==> src/rtl/start_screen_renderer.sv <==
// rtl/start_screen_renderer.sv - bitmap start-screen line renderer with blink control
//
// Purpose: fetches one bitmap ROM row per scan line and streams it out as
// scaled pixels. Each bitmap cell covers 2^SCALE_LOG2 x 2^SCALE_LOG2 screen
// pixels. An optional blink blanks the whole image on alternating groups of
// BLINK_FRAMES frames.
//
// Ports:
//   Clk          system clock, rising edge
//   Reset_n      synchronous active-low reset
//   frame_start  one-cycle pulse per frame (drives the blink counter)
//   line_start   one-cycle pulse per scan line, DrawY valid alongside
//   DrawY        scan line index
//   pixel_en     one-cycle strobe per visible pixel, left to right
//   blink_en     1 = blinking enabled, 0 = always visible
//   rom_addr     bitmap ROM row address
//   rom_data     combinational ROM word, bit COLS-1 = leftmost cell
//   pixel_on     registered pixel value for the last pixel_en
//   busy         high while fetching or streaming a line

module start_screen_renderer #(
    parameter int COLS         = 40,
    parameter int ROWS         = 30,
    parameter int SCALE_LOG2   = 4,
    parameter int BLINK_FRAMES = 30
) (
    input  logic            Clk,
    input  logic            Reset_n,
    input  logic            frame_start,
    input  logic            line_start,
    input  logic [9:0]      DrawY,
    input  logic            pixel_en,
    input  logic            blink_en,
    output logic [5:0]      rom_addr,
    input  logic [COLS-1:0] rom_data,
    output logic            pixel_on,
    output logic            busy
);

    localparam int COL_W = $clog2(COLS + 1);
    localparam int FRM_W = (BLINK_FRAMES > 1) ? $clog2(BLINK_FRAMES) : 1;

    typedef enum logic [1:0] {
        IDLE   = 2'd0,
        FETCH  = 2'd1,
        STREAM = 2'd2
    } state_t;

    state_t                state;
    logic [COLS-1:0]       shift_reg;
    logic [COL_W-1:0]      col_cnt;
    logic [SCALE_LOG2-1:0] sub_cnt;
    logic [FRM_W-1:0]      frame_cnt;
    logic                  blank_phase;

    logic [9:0]            row_calc;
    logic                  row_ok;
    logic                  visible;

    assign row_calc = DrawY >> SCALE_LOG2;
    assign row_ok   = (row_calc < 10'(ROWS));
    assign visible  = ~(blink_en & blank_phase);
    assign busy     = (state != IDLE);

    always_ff @(posedge Clk) begin
        if (!Reset_n) begin
            state       <= IDLE;
            rom_addr    <= '0;
            shift_reg   <= '0;
            col_cnt     <= '0;
            sub_cnt     <= '0;
            pixel_on    <= 1'b0;
            frame_cnt   <= '0;
            blank_phase <= 1'b0;
        end else begin
            // Blink timing runs independently of the line machine and of blink_en.
            if (frame_start) begin
                if (frame_cnt == FRM_W'(BLINK_FRAMES - 1)) begin
                    frame_cnt   <= '0;
                    blank_phase <= ~blank_phase;
                end else begin
                    frame_cnt <= frame_cnt + 1'b1;
                end
            end

            if (line_start) begin
                // A new line always wins: abort whatever is in flight.
                if (pixel_en) begin
                    pixel_on <= 1'b0;
                end
                col_cnt <= '0;
                sub_cnt <= '0;
                if (row_ok) begin
                    rom_addr <= row_calc[5:0];
                    state    <= FETCH;
                end else begin
                    state <= IDLE;
                end
            end else begin
                case (state)
                    IDLE: begin
                        if (pixel_en) begin
                            pixel_on <= 1'b0;
                        end
                    end
                    FETCH: begin
                        shift_reg <= rom_data;
                        state     <= STREAM;
                        if (pixel_en) begin
                            pixel_on <= 1'b0;
                        end
                    end
                    STREAM: begin
                        if (pixel_en) begin
                            pixel_on <= shift_reg[COLS-1] & visible;
                            sub_cnt  <= sub_cnt + 1'b1;
                            // Last sub-pixel of a cell: move to the next cell.
                            if (sub_cnt == {SCALE_LOG2{1'b1}}) begin
                                shift_reg <= {shift_reg[COLS-2:0], 1'b0};
                                col_cnt   <= col_cnt + 1'b1;
                                if (col_cnt == COL_W'(COLS - 1)) begin
                                    state <= IDLE;
                                end
                            end
                        end
                    end
                    default: begin
                        state <= IDLE;
                    end
                endcase
            end
        end
    end

endmodule

==> config.mk <==
export PLATFORM = sky130hd
export DESIGN_NAME = start_screen_renderer
export DESIGN_NICKNAME = d
export VERILOG_FILES = /design/src/rtl/start_screen_renderer.sv
export SDC_FILE = /design/constraint.sdc
export NUM_CORES = 1
export LEC_CHECK = 0
export ABC_AREA = 1
export BUFFER_PORTS_ARGS = -buffer_cell sky130_fd_sc_hd__buf_2
export CAP_MARGIN = 20
export CORE_MARGIN = 5
export CORE_UTILIZATION = 59
export CTS_BUF_LIST = sky130_fd_sc_hd__clkbuf_16
export DETAILED_ROUTE_END_ITERATION = 8
export GPL_TIMING_DRIVEN = 0
export PLACE_DENSITY_LB_ADDON = 0.3
export SYNTH_ARGS = -nofsm -noshare
export SYNTH_HDL_FRONTEND = slang
export SYNTH_SLANG_ARGS = --single-unit
==> constraint.sdc <==
create_clock -name Clk -period 3.85 [get_ports Clk]
set_input_delay 0.5775 -clock Clk [delete_from_list [all_inputs] [get_ports Clk]]
set_output_delay 0.5775 -clock Clk [all_outputs]
set_load 0.05 [all_outputs]
==> flow_summary_export.csv <==
group,metric,value,unit
clock_tree,cts_tree,"done",
pwr,p_per_area,455,mW/mm2
worst_hold_path,min_from,"rom_addr[5]",
routing,ant_nets,0,
critical_path,crit-reg2reg-launch,"sub_cnt[0]",
place,gp_congestion,0.843,
pwr,vdd_drop_max,0.000323,V
die,die_x,83.0,um
yosys,synth_top_family_by_area,"simple AND/OR/NAND/NOR gates",
critical_path,critPathMaxFanout,7,
job,max_cap_viol_count,0,
sta,fin_crit_sh,0.489,
clock_tree,clock_tree.buffer_depth,2,
die,io_pins,64,
routing,route.detailed.drc,0,
grt,gr-total-overflow,0,
critical_path,startpoint,"state[0]",
yosys,synthAdderAreaFrac,0.0159,
yosys,synth-compound-area-share,0.0899,
grt,grt.total_usage,0.223,
die,rows,26,
yosys,yosysWarnings,0,
yosys,ys_ff_latch,65,
sta,rsz0062_at_grt,"false",
yosys,yosys.area_share.simple,0.363,
sta,finalClockSkew,0.00516,ns
clock_tree,hold_buffers,0,
routing,wire_per_inst,11.6,um
die,initial_core_util,0.612,
clock_tree,clk_pin_slew,0.05,ns
finish,fin_nets,631,
routing,wirelength,7470,um
yosys,synth_top_area_share,0.414,
critical_path,arrival,1.30,ns
sta,final.min_clock_period,1.88,ns
yosys,synth-xor-area-share,0.0167,
clock_tree,cts_setup_buffers,0,
yosys,yosys.area.top_type,"dfxtp_1",
finish,stdcell_count,645,
clock_tree,root_buffer,"clkbuf_16",
die,die_h,83.0,um
sta,setup_viol,0,
yosys,ys_seq_area_frac,0.414,
die,fp.coreArea,0.00514,mm2
grt,grt_first_pass_wirelength,12900,um
critical_path,start_kind,"flop",
worst_hold_path,hold_path_class,"flop to flop",
yosys,synth_mux_area_frac,0,
yosys,avgSynthCellArea,6.28,um2
clock_tree,clock_sinks,65,
finish,largest_reg_flops,40,
finish,layout_commonest_cell,"nand2_1",
status,outcome,"complete, no violations",
sta,fmax,532,MHz
routing,viasPerCell,4.93,
die,die-area,0.00689,mm2
clock_tree,cts_buffers,9,
place,port_buffers,59,
yosys,synth_fp_nets,561,
clock_tree,clock_latency,0.32,ns
routing,drtPass1Iterations,6,
finish,area_growth,21.7,%
finish,final_cell_mix,"nand2_1, nor2_1, buf_2",
place,dp_cells,630,
routing,first_iter_violations,236,
place,hpwl,5010,um
yosys,syn_area,0.00315,mm2
grt,antenna_found_initial,0,
yosys,synthTopCellsByArea,"dfxtp_1, nand2_1, nor2_1",
critical_path,cp.required,3.27,ns
clock_tree,cts_resized,0,
sta,final_max_slew_viol_count,0,
finish,antenna_cells,0,
pwr,finalPower,1.74,mW
sta,hold_viol,0,
routing,vias,3178,
grt,grt_pass1_vias,3021,
critical_path,worst-setup-path-type,"flop to output pin",
grt,grt_max_degree,11,
clock_tree,cts_max_level,3,
yosys,netlist_instances,501,
sta,timing.setup.tns,0,ns
sta,tightest_slew,0.474,ns
sta,maxSlewHeadroom,0.684,
place,placed_area,0.00353,mm2
finish,stdcell_area,0.00383,mm2
yosys,synth_cell_types,21,
critical_path,endpoint_kind,"output pin",
finish,drive_above_1_share,0.153,
pwr,power_leakage,2.02,nW
[worst max-delay path, stage by stage (launching register included)]
cell	delay [ns]
dfxtp_1	0.45
inv_1	0.13
nand2_1	0.12
buf_2	0.28
[per-layer routing]
metal,part of all wire,up-vias,GRT usage
met5,0,-,0
met4,0.022,0,0.0996
met3,0.055,16,0.0505
met2,0.49,94,0.382
met1,0.43,1404,0.264
li1,-,1664,-
[layout make-up]
class	count	area [um2]
sequential	65	1300
tap	70	87.6
timing repair buffer	59	295
multi-input combinational	360	1530
fill	457	1310
buffer	21	111
inverter	55	206
clock inverter	6	76.3
clock buffer	9	225
[metrics by stage]
step	setup WS, ns	hold slack (ns)	utilization
after global routing	1.92	0.481	0.745
after detailed placement	2.10	0.430	0.687
after global placement	2.17	0.419	0.687
after floorplan	2.41	0.440	-
after CTS	2.00	0.438	0.745
final	1.97	0.438	0.745
[synth_stat cells]
cell and n:
buf_6 1, buf_4 4, o21ai_0 48, o211ai_1 1, ha_1 4, xnor2_1 1, dfxtp_1 65, nor2_2 1
nand4_1 3, buf_1 1, nor2_1 120, inv_1 54, nand2_1 155, a21oi_1 7, buf_2 8, inv_2 1
clkbuf_1 7, xor2_1 5, nand3_1 12, nor3_1 1, nand3_2 2
[path summary, 6_finish.rpt]
| kind | to | slack (ns) | cells past startpoint |
|---|---|---|---|
| worst min-delay path | rom_addr[5] | 0.44 | 2 |
| worst max register to register | shift_reg[22] | 2.20 | 8 |
| worst min register to register | rom_addr[5] | 0.44 | 2 |
| worst max-delay path | busy | 1.97 | 3 |
[where the power goes]
group          total [mW]  leakage, nW  internal [mW]  switching (mW)
Sequential          0.715        0.529          0.703          0.0119
Combinational       0.203         1.33         0.0721           0.131
Clock               0.827        0.155          0.554           0.273
Total                1.74         2.02           1.33           0.416
[cell families (layout without fill, tap and decap cells)]
kind of cell | after synthesis | count (layout)
flip-flops | 65 | 65
AO/OA/AOI/OAI | 56 | 56
adder cells (fa/ha/maj) | 4 | 4
AND/OR/NAND/NOR | 294 | 294
XOR/XNOR | 6 | 6
buffers and inverters | 76 | 150
No activity file was read; power rests on OpenSTA's default activity.
